===== config.mk =====
export PLATFORM = sky130hd
export DESIGN_NAME = instr_mem_loader
export DESIGN_NICKNAME = d
export VERILOG_FILES = /design/src/rtl/instr_loader_pkg.sv /design/src/rtl/loader_timeout_counter.sv /design/src/rtl/instr_mem_loader.sv
export SDC_FILE = /design/constraint.sdc
export NUM_CORES = 1
export LEC_CHECK = 0
export CAP_MARGIN = 20
export CORE_ASPECT_RATIO = 2
export CORE_MARGIN = 2
export CORE_UTILIZATION = 50
export DETAILED_ROUTE_END_ITERATION = 10
export GPL_TIMING_DRIVEN = 1
export PLACE_DENSITY_LB_ADDON = 0.1
export SYNTH_ARGS = -nofsm -noshare
export SYNTH_HDL_FRONTEND = slang
export SYNTH_SLANG_ARGS = --single-unit
export TNS_END_PERCENT = 20

===== constraint.sdc =====
create_clock -name clk -period 3.81 [get_ports clk]
set_clock_uncertainty 0.15 [all_clocks]
set_input_delay 0.381 -clock clk [delete_from_list [all_inputs] [get_ports clk]]
set_output_delay 0.381 -clock clk [all_outputs]
set_load 0.01 [all_outputs]

===== src/rtl/instr_loader_pkg.sv =====
// Shared definitions for the instruction memory loader: state encoding,
// memory geometry and frame-length decoding.
package instr_loader_pkg;

    localparam int unsigned ADDR_W    = 8;
    localparam int unsigned MEM_DEPTH = 256;

    localparam logic [7:0] DEFAULT_START_BYTE = 8'hA5;

    typedef enum logic [2:0] {
        S_IDLE,
        S_LEN,
        S_DATA,
        S_CHK,
        S_DONE,
        S_ERR
    } loader_state_e;

    // A length byte of zero encodes a full-memory (256-byte) frame.
    function automatic logic [8:0] frame_len(input logic [7:0] len);
        return (len == 8'd0) ? 9'(MEM_DEPTH) : {1'b0, len};
    endfunction

endpackage


===== src/rtl/loader_timeout_counter.sv =====
// Idle-cycle counter for the loader: counts enabled cycles since the last
// clear and flags the cycle on which the limit is reached.
module loader_timeout_counter #(
    parameter int unsigned TIMEOUT_CYCLES = 1024
) (
    input  logic clk,
    input  logic reset,
    input  logic clear,
    input  logic enable,
    output logic expired
);

    localparam int unsigned CW = $clog2(TIMEOUT_CYCLES);
    localparam logic [CW-1:0] LAST = CW'(TIMEOUT_CYCLES - 1);

    logic [CW-1:0] count;

    // Expiry is a combinational flag so the owner can let a same-cycle
    // accepted byte take priority over it.
    assign expired = enable && (count == LAST);

    always_ff @(posedge clk) begin
        if (reset || clear) begin
            count <= '0;
        end else if (enable && !expired) begin
            count <= count + CW'(1);
        end
    end

endmodule


===== src/rtl/instr_mem_loader.sv =====
// Writer side of the 256 x 8 instruction memory: parses framed byte-stream
// images, writes payload bytes, verifies the checksum and holds the CPU.
module instr_mem_loader
    import instr_loader_pkg::*;
#(
    parameter logic [ADDR_W-1:0] BASE_ADDR      = 8'h00,
    parameter logic [7:0]        START_BYTE     = DEFAULT_START_BYTE,
    parameter int unsigned       TIMEOUT_CYCLES = 1024
) (
    input  logic              clk,
    input  logic              reset,
    input  logic              in_valid,
    input  logic [7:0]        in_data,
    output logic              in_ready,
    output logic              mem_we,
    output logic [ADDR_W-1:0] mem_addr,
    output logic [7:0]        mem_wdata,
    output logic              cpu_hold,
    output logic              load_done,
    output logic              load_error,
    output logic [8:0]        bytes_written
);

    loader_state_e     state;
    loader_state_e     state_nxt;
    logic              accept;
    logic              timed;
    logic              expired;
    logic [8:0]        remaining;
    logic [ADDR_W-1:0] wr_addr;
    logic [7:0]        checksum;

    logic start_frame;
    logic len_load;
    logic data_write;
    logic frame_pass;
    logic frame_fail;

    assign in_ready = 1'b1;
    assign accept   = in_valid && in_ready;
    assign timed    = (state == S_LEN) || (state == S_DATA) || (state == S_CHK);

    loader_timeout_counter #(
        .TIMEOUT_CYCLES(TIMEOUT_CYCLES)
    ) u_timeout (
        .clk    (clk),
        .reset  (reset),
        .clear  (accept || !timed),
        .enable (timed),
        .expired(expired)
    );

    always_ff @(posedge clk) begin
        if (reset) begin
            state <= S_IDLE;
        end else begin
            state <= state_nxt;
        end
    end

    always_comb begin
        state_nxt = state;
        case (state)
            S_IDLE, S_DONE, S_ERR: begin
                if (accept && (in_data == START_BYTE)) begin
                    state_nxt = S_LEN;
                end
            end
            S_LEN: begin
                if (accept) begin
                    state_nxt = S_DATA;
                end else if (expired) begin
                    state_nxt = S_ERR;
                end
            end
            S_DATA: begin
                if (accept) begin
                    if (remaining == 9'd1) begin
                        state_nxt = S_CHK;
                    end
                end else if (expired) begin
                    state_nxt = S_ERR;
                end
            end
            S_CHK: begin
                if (accept) begin
                    state_nxt = (in_data == checksum) ? S_DONE : S_ERR;
                end else if (expired) begin
                    state_nxt = S_ERR;
                end
            end
            default: state_nxt = S_IDLE;
        endcase
    end

    always_comb begin
        start_frame = 1'b0;
        len_load    = 1'b0;
        data_write  = 1'b0;
        frame_pass  = 1'b0;
        case (state)
            S_IDLE, S_DONE, S_ERR: start_frame = accept && (in_data == START_BYTE);
            S_LEN:                 len_load    = accept;
            S_DATA:                data_write  = accept;
            S_CHK:                 frame_pass  = accept && (in_data == checksum);
            default: ;
        endcase
        // Covers both checksum mismatch and timeout expiry.
        frame_fail = (state_nxt == S_ERR) && (state != S_ERR);
    end

    always_ff @(posedge clk) begin
        if (reset) begin
            mem_we        <= 1'b0;
            mem_addr      <= BASE_ADDR;
            mem_wdata     <= '0;
            cpu_hold      <= 1'b0;
            load_done     <= 1'b0;
            load_error    <= 1'b0;
            bytes_written <= '0;
            remaining     <= '0;
            wr_addr       <= BASE_ADDR;
            checksum      <= '0;
        end else begin
            mem_we <= data_write;
            if (data_write) begin
                mem_addr      <= wr_addr;
                mem_wdata     <= in_data;
                wr_addr       <= wr_addr + 8'd1;
                checksum      <= checksum + in_data;
                bytes_written <= bytes_written + 9'd1;
                remaining     <= remaining - 9'd1;
            end
            if (len_load) begin
                remaining <= frame_len(in_data);
                wr_addr   <= BASE_ADDR;
            end
            if (start_frame) begin
                cpu_hold      <= 1'b1;
                load_done     <= 1'b0;
                load_error    <= 1'b0;
                bytes_written <= '0;
                checksum      <= '0;
            end
            if (frame_pass) begin
                load_done <= 1'b1;
                cpu_hold  <= 1'b0;
            end
            if (frame_fail) begin
                load_error <= 1'b1;
            end
        end
    end

endmodule


== Word level (Yosys, flattened, before mapping) ==
Cells that the tools add are included.
Word-level totals
  register bits after elaboration: 67
  latch bits: 0
  RAM bits: 0
  bits in read-only memories: 0
  bits of input ports: 11
  output and inout bits: 30
  logic and storage cells: 66
  memories kept: 0
Cells by class
  $add $sub $neg: 5
  $mul: 0
  div/mod/pow operators: 0
  magnitude comparators: 0
  equal/unequal tests: 11
  shift operators: 0
  mux-type cells: 18
  bitwise operators: 0
  reduce and logical (&&, ||, !) cells: 20
Operator list (count)
  9-bit 2-to-1 mux: 3
  3-bit 2-to-1 mux: 6
  3-bit case mux with 4 select lines: 1
  10-bit by 1-bit adder with 10-bit output, second input constant: 1
  10-bit equality test, second input constant: 1
  9-bit by 1-bit adder with 9-bit output, second input constant: 1
  3-bit equality test, second input constant: 3
  9-bit by 1-bit equality test with 1-bit output, second input constant: 1
  9-bit by 1-bit subtractor with 9-bit output, second input constant: 1
  8-bit by 1-bit adder with 8-bit output, second input constant: 1
  8-bit adder: 1
  8-bit equality test: 1
  8-bit equality test, second input constant: 1
  8-bit logical NOT: 1
  1-bit 2-to-1 mux: 8
  3-bit by 2-bit equality test with 1-bit output, second input constant: 2
  2-bit nonzero test: 3
  2-bit OR reduction: 3
  1-bit logical AND: 5
  1-bit logical OR: 4
  3-bit by 1-bit equality test with 1-bit output, second input constant: 1
  3-bit logical NOT: 1
  3-bit != test, second input constant: 1
  3-bit OR reduction: 1
  1-bit logical NOT: 2

== Longest topological paths before layout ==
  word-level depth: 10
  mapped depth: 9
  gate-level depth less buffers: 9

== Modules after synthesis ==
A second synthesis with hierarchy kept.
Second synthesis, totals
  cell total of the unflattened synthesis: 406
  area, all modules: 3290.7 µm²
Modules (own cells, without submodules)
  instr_mem_loader: times used 1, cells each 349, area an instance 2812.7 µm², seq. area each 1141.1 µm²
  loader_timeout_counter: times used 1, cells each 57, area an instance 478.0 µm², seq. area each 200.2 µm²

== Least setup slack after synthesis ==
OpenSTA, ideal clock, no wires.
  path kind: input -> register
  start: input in_data[1]
  end: register checksum[7]
  setup time: 0.070 ns
  arrival: 1.788 ns
  required time: 3.590 ns
  setup slack: 1.802 ns
  stages: 7
  cells stage by stage: ha_1 a21oi_1 o211ai_1 o41ai_1 xor2_1 or3_1 a21oi_1
Between the ends
  word-level cells in the longest chain between the ends: 4
RTL lines
  from (decl): line instr_mem_loader.sv:13  | input logic [7:0] in_data,
  branches (longest 4 deep; another with 8-bit adder)
  to (signal assigned): line instr_mem_loader.sv:130  | checksum <= checksum + in_data;
  to (decl): line instr_mem_loader.sv:31  | logic [7:0] checksum;
Several ways; the timed one is not identified.
A chain may end at the register's enable or synchronous reset.

== Final worst setup path ==
  start: input in_valid
  end: register wr_addr[4]
Between the ends
  word-level cells in the longest chain between the ends: 2
RTL lines
  from (decl): line instr_mem_loader.sv:12  | input logic in_valid,
  1-bit 2-to-1 mux: line instr_mem_loader.sv:101  | case (state)
  2-bit OR reduction (no source line)
  to (signal assigned): line instr_mem_loader.sv:129  | wr_addr <= wr_addr + 8'd1;
  to (decl): line instr_mem_loader.sv:30  | logic [ADDR_W-1:0] wr_addr;
Parallel ways exist; a longest one is shown, timed or not.

==> results.toml <==
[synthesis]
synth_edf_count = 0
synth_cell_types = 51
synthFlopType = "dfxtp_1"
synthArstFlopShare = 0
syn_inst = 385
ys_warn_count = 0
syn-num-nets = 409
synth_area_um2 = 3190
synth.avg_cell_area_um2 = 8.29
synth_seq_cells = 67
ys_seq_area_frac = 0.420

[clocking]
worstSkewPairLatency_ns = 0.33
cts_setup_buffers = 0
tritoncts = "yes"
cts_resized = 0
cts_max_level = 3
cts_hold_buf = 0
cts_buffers = 9
clk_pin_slew_ns = 0.05
clock-root-buffer = "clkbuf_16"
clk_path_buf_depth = 2
cts.sinks = 67

[grt]
track_usage = 0.237
grt_pass1_wl_um = 12500
grt_antenna_before_repair = 0
grt_overflow = 0
grt_pass1_vias = 2777
grt_max_degree = 39

[critical_path]
cp_cell_sequence = "clkdlybuf4s50_1, nor4bb_4, buf_4, nand4_1, xor2_1, nor2_1"
path_class = "in2reg"
path_max_fanout = 21
arrival_ns = 2.53
slowest_delay_ns = 0.74
critPathSlowestCell = "nor4bb_4"
cp.required_ns = 3.87
start_kind = "primary input"
end_kind = "flop"

[detailed_routing]
drt_pre_antenna_iters = 4
viasPerCell = 5.46
ant_nets = 0
routed_wl_um = 7520
wl_per_cell_um = 14.7
first_iter_violations = 136
drc = 0
routed-via-count = 2785

[layout]
antenna_cells = 0
final_common_cell = "dfxtp_1"
area_growth_pct = 23.6
layout-drive-gt1-share = 0.0566
final_cell_mix = "dfxtp_1, nand2_1, nor2_1, clkdlybuf4s50_1, a21oi_1"
final_nets = 443

[place]
hpwl_um = 5480
gp_congestion = 0.818
portBuffers = 39

[power_and_ir_drop]
p_leak_nw = 1.42
power_w = 0.00160
ir_worst_vdd_uv = 317
p_per_area_nw_per_um2 = 406

[sta]
finalSetupViolCount = 0
tightestPinTransition_ns = 0.807
fin_crit_ns = 2.47
final_hold_viol_count = 0
fmax_mhz = 405
rsz0062_at_grt = "no"
min_period_over_period = 0.648
tns_ns = 0
slew_headroom = 0.461
slew_viol_final = 0

[die]
start_util = 0.510
num_rows = 41
core_um2 = 6260
die_y_um = 117
die_w_um = 60.5
ios = 41
die_area_um2 = 7070

[run]
cap_violations = 0

[hold_path]
hold_path.class = "reg2reg"

[status]
status = "complete, no violations"
[final cells by class]
cell class	instances	area, µm²
Clock buffer	12	267
Clock inverter	4	47.5
Timing Repair Buffer	42	413
Multi-Input combinational cell	290	1730
Tap cell	86	108
Fill cell	583	2320
Inverter	9	33.8
Sequential cell	67	1340
[worst paths after layout]
kind           startpoint      endpoint  slack, ns  depth (start not counted)
max              in_valid    wr_addr[4]       1.34                          6
min          mem_wdata[1]  mem_wdata[1]       0.30                          2
max reg2reg      state[1]    wr_addr[4]       1.35                          5
min reg2reg  mem_wdata[1]  mem_wdata[1]       0.30                          2
[cells by family after synthesis]
group | count (synthesis) | synth area share
fa+ha+maj | 13 | 0.0533
compound gates | 64 | 0.120
xor+xnor | 31 | 0.0851
other cells | 1 | 0.00118
flops | 67 | 0.420
buf+inv | 28 | 0.0412
mux | 1 | 0.00314
simple gates | 180 | 0.276
[synth_stat cells, types with 2 or more instances]
library cell,instances,area [µm²]
a31oi_1,3,18.8
nand3b_1,3,22.5
o211ai_1,2,15.0
and3_1,6,37.5
nor4b_1,2,17.5
nand3_1,10,50.1
nor2b_1,3,18.8
dfxtp_1,67,1340
nand2_1,63,236
a21oi_1,32,160
o21ai_0,10,50.1
buf_2,6,30.0
a22oi_1,3,22.5
ha_1,12,150
and4_1,3,26.3
xor2_1,21,184
nor3_2,2,20.0
a211oi_1,2,15.0
clkbuf_1,9,33.8
inv_1,9,33.8
or4_1,3,22.5
xnor2_1,10,87.6
nand4_1,13,81.3
nor4_1,3,18.8
or3_1,3,18.8
nor3b_1,2,15.0
nor2_1,50,188
buf_4,3,22.5
a221oi_1,3,26.3
nor3_1,4,20.0
and4b_1,2,20.0
a21o_1,2,15.0
[metal layers]
layer | wire length, µm | part of all wire | global-route usage
met1 | 2710 | 0.36 | 0.237
met2 | 4220 | 0.56 | 0.431
met3 | 244 | 0.032 | 0.0549
met4 | 337 | 0.045 | 0.132
met5 | 0 | 0 | 0
[registers in the layout (all words and copies together) (netlist names), 3 cells and up]
register	count
mem_addr	8
checksum	8
mem_wdata	8
bytes_written	9
u_timeout.count	10
remaining	9
state	3
wr_addr	8
[metrics by stage]
stage / instances / util / setup slack (ns) / instance area (µm²) / hold slack [ns]
6_report: 510 / 0.630 / 1.34 / 3940 / 0.300
4_1_cts: 510 / 0.630 / 1.34 / 3940 / 0.304
2_1_floorplan: 385 / - / 1.80 / 3190 / 0.283
5_1_grt: 510 / 0.630 / 1.10 / 3940 / 0.328
3_5_place_dp: 494 / 0.580 / 1.02 / 3630 / 0.297
3_3_place_gp: 494 / 0.580 / 1.03 / 3630 / 0.289
[report_power, final]
part           total (W)  switching, W  internal, W  leakage (nW)
Combinational  0.0000495     0.0000310    0.0000185         0.721
Sequential      0.000702   0.000000415     0.000701         0.539
Clock           0.000850      0.000293     0.000557         0.155
Total            0.00160      0.000324      0.00128          1.42
[worst max-delay path, delay by kind of cell]
family	cells	cell delay (ns)
and+or+nand+nor	3	0.93
buffers and inverters	2	1.06
xor gates and xnor gates	1	0.15
No activity file was read; power rests on OpenSTA's default activity.
